===== src/rtl/alu_pkg.sv =====
// Shared opcode constants and FSM state encoding for the ALU controller and datapath.
package alu_pkg;

    localparam logic [3:0] OP_MUL = 4'd12;
    localparam logic [3:0] OP_DIV = 4'd13;

    typedef enum logic [2:0] {
        ST_IDLE = 3'd0,
        ST_LOAD = 3'd1,
        ST_EXEC = 3'd2,
        ST_FIX  = 3'd3,
        ST_DONE = 3'd4
    } state_t;

    function automatic logic is_iter_op(input logic [3:0] op);
        return (op == OP_MUL) || (op == OP_DIV);
    endfunction

endpackage


===== src/rtl/alu_ctrl_iter_counter.sv =====
// Iteration counter for multi-cycle ALU operations; terminal count flags the last iteration.
module iter_counter #(
    parameter int W  = 64,
    parameter int CW = $clog2(W)
) (
    input  logic          clk,
    input  logic          rst_b,
    input  logic          clear,
    input  logic          enable,
    output logic [CW-1:0] cnt,
    output logic          tc
);

    logic [CW-1:0] r_cnt;

    assign cnt = r_cnt;
    assign tc  = (r_cnt == CW'(W - 1));

    // Explicit wrap at W-1 so non-power-of-two widths still count 0..W-1.
    always_ff @(posedge clk) begin
        if (!rst_b) begin
            r_cnt <= '0;
        end else if (clear) begin
            r_cnt <= '0;
        end else if (enable) begin
            r_cnt <= tc ? '0 : r_cnt + 1'b1;
        end
    end

endmodule


===== src/rtl/alu_ctrl.sv =====
// Moore sequencer for the ALU datapath: load, iterate (MUL/DIV), divide fix-up, result write.
module alu_ctrl
    import alu_pkg::*;
#(
    parameter int w = 64
) (
    input  logic                 clk,
    input  logic                 rst_b,
    input  logic                 start,
    input  logic                 abort,
    input  logic [3:0]           op,
    output logic [3:0]           sel,
    output logic                 ld,
    output logic                 step_en,
    output logic                 fix_en,
    output logic                 res_we,
    output logic                 busy,
    output logic                 done,
    output logic [$clog2(w)-1:0] cnt,
    output logic [2:0]           dbg_state
);

    // Handshake: start is a request accepted only when the FSM is IDLE and abort
    // is low; there is no ready output, busy=1 means a request would be dropped.

    state_t     r_state;
    state_t     w_next_state;
    logic [3:0] r_op_q;
    logic       w_tc;
    logic       w_accept;
    logic       w_cnt_clear;
    logic       w_cnt_en;

    assign w_accept    = (r_state == ST_IDLE) && start && !abort;
    assign w_cnt_en    = (r_state == ST_EXEC);
    assign w_cnt_clear = abort || (r_state != ST_EXEC);

    iter_counter #(
        .W (w)
    ) u_iter_counter (
        .clk    (clk),
        .rst_b  (rst_b),
        .clear  (w_cnt_clear),
        .enable (w_cnt_en),
        .cnt    (cnt),
        .tc     (w_tc)
    );

    always_ff @(posedge clk) begin
        if (!rst_b) begin
            r_state <= ST_IDLE;
            r_op_q  <= 4'd0;
        end else begin
            r_state <= w_next_state;
            if (w_accept) begin
                r_op_q <= op;
            end
        end
    end

    always_comb begin
        w_next_state = r_state;
        if (abort) begin
            w_next_state = ST_IDLE;
        end else begin
            case (r_state)
                ST_IDLE: if (start) w_next_state = ST_LOAD;
                ST_LOAD: w_next_state = is_iter_op(r_op_q) ? ST_EXEC : ST_DONE;
                ST_EXEC: if (w_tc) w_next_state = (r_op_q == OP_DIV) ? ST_FIX : ST_DONE;
                ST_FIX:  w_next_state = ST_DONE;
                ST_DONE: w_next_state = ST_IDLE;
                default: w_next_state = ST_IDLE;
            endcase
        end
    end

    // All strobes decode from the registered state only.
    always_comb begin
        ld      = 1'b0;
        step_en = 1'b0;
        fix_en  = 1'b0;
        res_we  = 1'b0;
        done    = 1'b0;
        busy    = (r_state != ST_IDLE);
        case (r_state)
            ST_LOAD: ld = 1'b1;
            ST_EXEC: step_en = 1'b1;
            ST_FIX:  fix_en = 1'b1;
            ST_DONE: begin
                res_we = 1'b1;
                done   = 1'b1;
            end
            default: ;
        endcase
    end

    assign sel       = r_op_q;
    assign dbg_state = r_state;

endmodule

===== config.mk =====
export PLATFORM = sky130hd
export DESIGN_NAME = alu_ctrl
export DESIGN_NICKNAME = d
export VERILOG_FILES = /design/src/rtl/alu_pkg.sv /design/src/rtl/alu_ctrl_iter_counter.sv /design/src/rtl/alu_ctrl.sv
export SDC_FILE = /design/constraint.sdc
export NUM_CORES = 1
export LEC_CHECK = 0
export CAP_MARGIN = 20
export CORE_ASPECT_RATIO = 1.1
export CORE_MARGIN = 4
export CORE_UTILIZATION = 41
export DETAILED_ROUTE_END_ITERATION = 8
export HOLD_SLACK_MARGIN = 0.12
export PLACE_DENSITY = 0.77
export SYNTH_ARGS = -nofsm -noshare
export SYNTH_HDL_FRONTEND = slang
export SYNTH_SLANG_ARGS = --single-unit

===== constraint.sdc =====
create_clock -name clk -period 1.7 [get_ports clk]
set_input_delay 0.17 -clock clk [delete_from_list [all_inputs] [get_ports clk]]
set_output_delay 0.17 -clock clk [all_outputs]
set_load 0.02 [all_outputs]

==> flow_metrics.env <==
export IMPL_status="finished, final reports clean"
export IMPL_port_buffers=26
export IMPL_setup_ws_ns=0.0617
export IMPL_synth_area_sq_um=663
export IMPL_max_slew_margin_rel_pct=73.2
export IMPL_cp_start_kind="flop"
export IMPL_worstSetupEndpointType="flop"
export IMPL_start_util_pct=45.6
export IMPL_synth_compound_area_share_pct=15.8
export IMPL_synth_top_family_by_area="simple AND/OR/NAND/NOR gates"
export IMPL_post_cts_setup_buffers=0
export IMPL_antenna_found_initial=0
export IMPL_numClockSinks=13
export IMPL_antenna_cells=0
export IMPL_fin_crit_ns=1.64
export IMPL_skew_ns=0.00902
export IMPL_clock_latency_ns=0.28
export IMPL_fmax_ghz=0.610
export IMPL_synth_adder_area_share_pct=1.89
export IMPL_pre_cts_slack_ns=0.0780
export IMPL_ys_ff_latch=13
export IMPL_die_h_um=50.2
export IMPL_hold_class="reg -> reg"
export IMPL_grtUsageTotal_pct=15.4
export IMPL_nNetsFinal=120
export IMPL_cp_endpoint="dbg_state[0]$_SDFFE_PP0P_"
export IMPL_synth_fp_nets=86
export IMPL_finalHoldViolations=0
export IMPL_cp_startpoint="u_iter_counter.cnt[0]$_SDFFE_PP0N_"
export IMPL_drive_above_1_share_pct=19.1
export IMPL_top_usage_layer="met2"
export IMPL_route_detailed_drc=0
export IMPL_power_density_nw_per_um2=570
export IMPL_cap_viol_max_count=0
export IMPL_crit_fanout=4
export IMPL_synth_warnings=0
export IMPL_core_sq_um=1450
export IMPL_synth_edf_count=0
export IMPL_numCtsBuffers=3
export IMPL_grtUsageMet3_pct=5.71
export IMPL_viasPerCell=5.39
export IMPL_worstMarginPinSlew_ns=0.401
export IMPL_fin_tns_setup_ns=0
export IMPL_dieArea_sq_um=2330
export IMPL_fin_crit_sh_pct=96.4
export IMPL_synth_xor_area_share_pct=3.96
export IMPL_clk_pin_slew_ns=0.08
export IMPL_vdd_drop_max_mv=0.400
export IMPL_synth_mux_area_fraction_pct=0
export IMPL_grt_pass1_vias=651
export IMPL_cts_buffer_depth=2
export IMPL_grt_setup_unrepaired="false"
export IMPL_place_inst=122
export IMPL_wl_mm=1.67
export IMPL_num_rows=14
export IMPL_critical_path_arrival_ns=1.82
export IMPL_slew_viol_final=0
export IMPL_firstDrtPassIters=4
export IMPL_synth_avg_cell_area_sq_um=8.61
export IMPL_stdcell_count=126
export IMPL_synth_seq_area_share_pct=39.2
export IMPL_wl_per_cell_um=13.2
export IMPL_synth_cells=77
export IMPL_cts_tree="done"
export IMPL_die_w_um=46.3
export IMPL_grt_pass1_wl_mm=2.73
export IMPL_utilization_pct=69.9
export IMPL_place_congestion=0.748
export IMPL_grtUsageMet1_pct=17.9
export IMPL_synth_flop_cell="dfxtp_1"
export IMPL_grt_max_degree=11
export IMPL_place_hpwl_mm=1.32
export IMPL_fill_cells=131
export IMPL_htreeDepth=1
export IMPL_cp_required_ns=1.88
export IMPL_cts_root_buffer="clkbuf_4"
export IMPL_io_pins=27
export IMPL_grt_overflow=0
export IMPL_regToRegStartpoint="u_iter_counter.cnt[0]$_SDFFE_PP0N_"
export IMPL_vias=679
export IMPL_ant_nets=0
export IMPL_setup_violations_final=0
export IMPL_synthArstFlopShare_pct=0
export IMPL_path_class="reg -> reg"
export IMPL_p_leak_uw=0.000377
export IMPL_yosys_area_share_simple_pct=34.9
export IMPL_syn2layout_area_growth_pct=53.2
export IMPL_drtIter0Drc=10
export IMPL_hold_path_depth=1
export IMPL_reg2regPathDepth=4
export IMPL_r2r_end="dbg_state[0]$_SDFFE_PP0P_"
export IMPL_rrSetupSlack_ns=0.06
export IMPL_use_met2_pct=26.6
export IMPL_ys_types=29
-- layout make-up --
class,count,area [sq um],area share [%]
multi-input cells,58,395,38.9
well taps,16,20.0,1.97
repair buffers,32,298,29.3
inverters,3,11.3,1.11
flip-flops and latches,13,265,26.1
clock buffers,4,26.3,2.59
-- per-stage QoR --
step	cell area (sq um)	hold WS, ns	power (uW)
floorplan	671	0.332	355
global placement	980	0.414	394
detailed placement	980	0.426	395
CTS	1000	0.439	582
global route	1020	0.460	616
finish	1020	0.441	579
-- placed cells by master, fill, tap and decap left out, drive strengths merged --
cell type,count
nor2b,1
dlygate4sd2,6
buf,6
nand4b,1
nor4,1
clkdlybuf4s50,20
o211ai,1
nor4b,1
clkbuf,4
xnor2,1
a31oi,1
a2111oi,1
ha,1
or3,2
and4,1
nor2,9
nand2,5
or4b,1
nand3,3
or4,1
o221a,1
o21ai,5
inv,3
nor3b,2
nand3b,6
nand2b,3
dfxtp,13
a21oi,8
xor2,2
-- worst max-delay path, stage by stage (launching register included) --
cell	delay (ns)
dfxtp_2	0.36
ha_2	0.21
nand2_1	0.07
or4_4	0.55
a2111oi_4	0.36
-- state kept, by name, indices dropped and copies added, names as in the netlist --
name / cells
dbg_state: 3
u_iter_counter.cnt: 6
sel: 4
-- layer usage --
layer	up-vias	share of wire, %
li1	341	-
met1	314	43
met2	22	49
met3	2	7.1
met4	0	0.54
met5	-	0
-- where the power goes --
group / total (uW) / switching, uW / internal [uW]
combinational: 72.4 / 33.4 / 39.1
sequential: 316 / 6.54 / 310
clock: 191 / 99.6 / 91.0
total: 579 / 140 / 440
-- Yosys cell counts, drive strengths merged, types with 2 or more instances --
cell type / count / area share (%)
nand2: 5 / 2.8
nor3b: 2 / 2.3
xor2: 2 / 2.6
buf: 2 / 1.9
nand3: 3 / 3.0
o21ai: 5 / 3.8
nand2b: 3 / 2.8
or3: 2 / 1.9
a21oi: 8 / 6.0
nor2: 9 / 5.1
dfxtp: 13 / 39
inv: 3 / 1.7
nand3b: 6 / 6.8
-- worst min path at each step --
stage / startpoint / end / slack [ns]
floorplan: op[0] / sel[0]$_SDFFE_PN0P_ / 0.33
global placement: u_iter_counter.cnt[0]$_SDFFE_PP0N_ / u_iter_counter.cnt[0]$_SDFFE_PP0N_ / 0.41
CTS: u_iter_counter.cnt[0]$_SDFFE_PP0N_ / u_iter_counter.cnt[0]$_SDFFE_PP0N_ / 0.44
global route: op[1] / sel[1]$_SDFFE_PN0P_ / 0.46
finish: u_iter_counter.cnt[0]$_SDFFE_PP0N_ / u_iter_counter.cnt[0]$_SDFFE_PP0N_ / 0.44
detailed placement: u_iter_counter.cnt[0]$_SDFFE_PP0N_ / u_iter_counter.cnt[0]$_SDFFE_PP0N_ / 0.43
-- repair_timing --
item                       in CTS  in global routing
setup endpoints to repair       6                  1
hold buffers                    0                  0
gates resized for setup         8                  2
-- cells by family after synthesis --
| logic type | after synthesis |
|---|---|
| AND/OR/NAND/NOR | 37 |
| flip-flops | 13 |
| AO/OA/AOI/OAI | 17 |
| buffers and inverters | 6 |
| adder cells (fa/ha/maj) | 1 |
| XOR/XNOR | 3 |
Note: power is estimated with default switching activity, not from simulation.
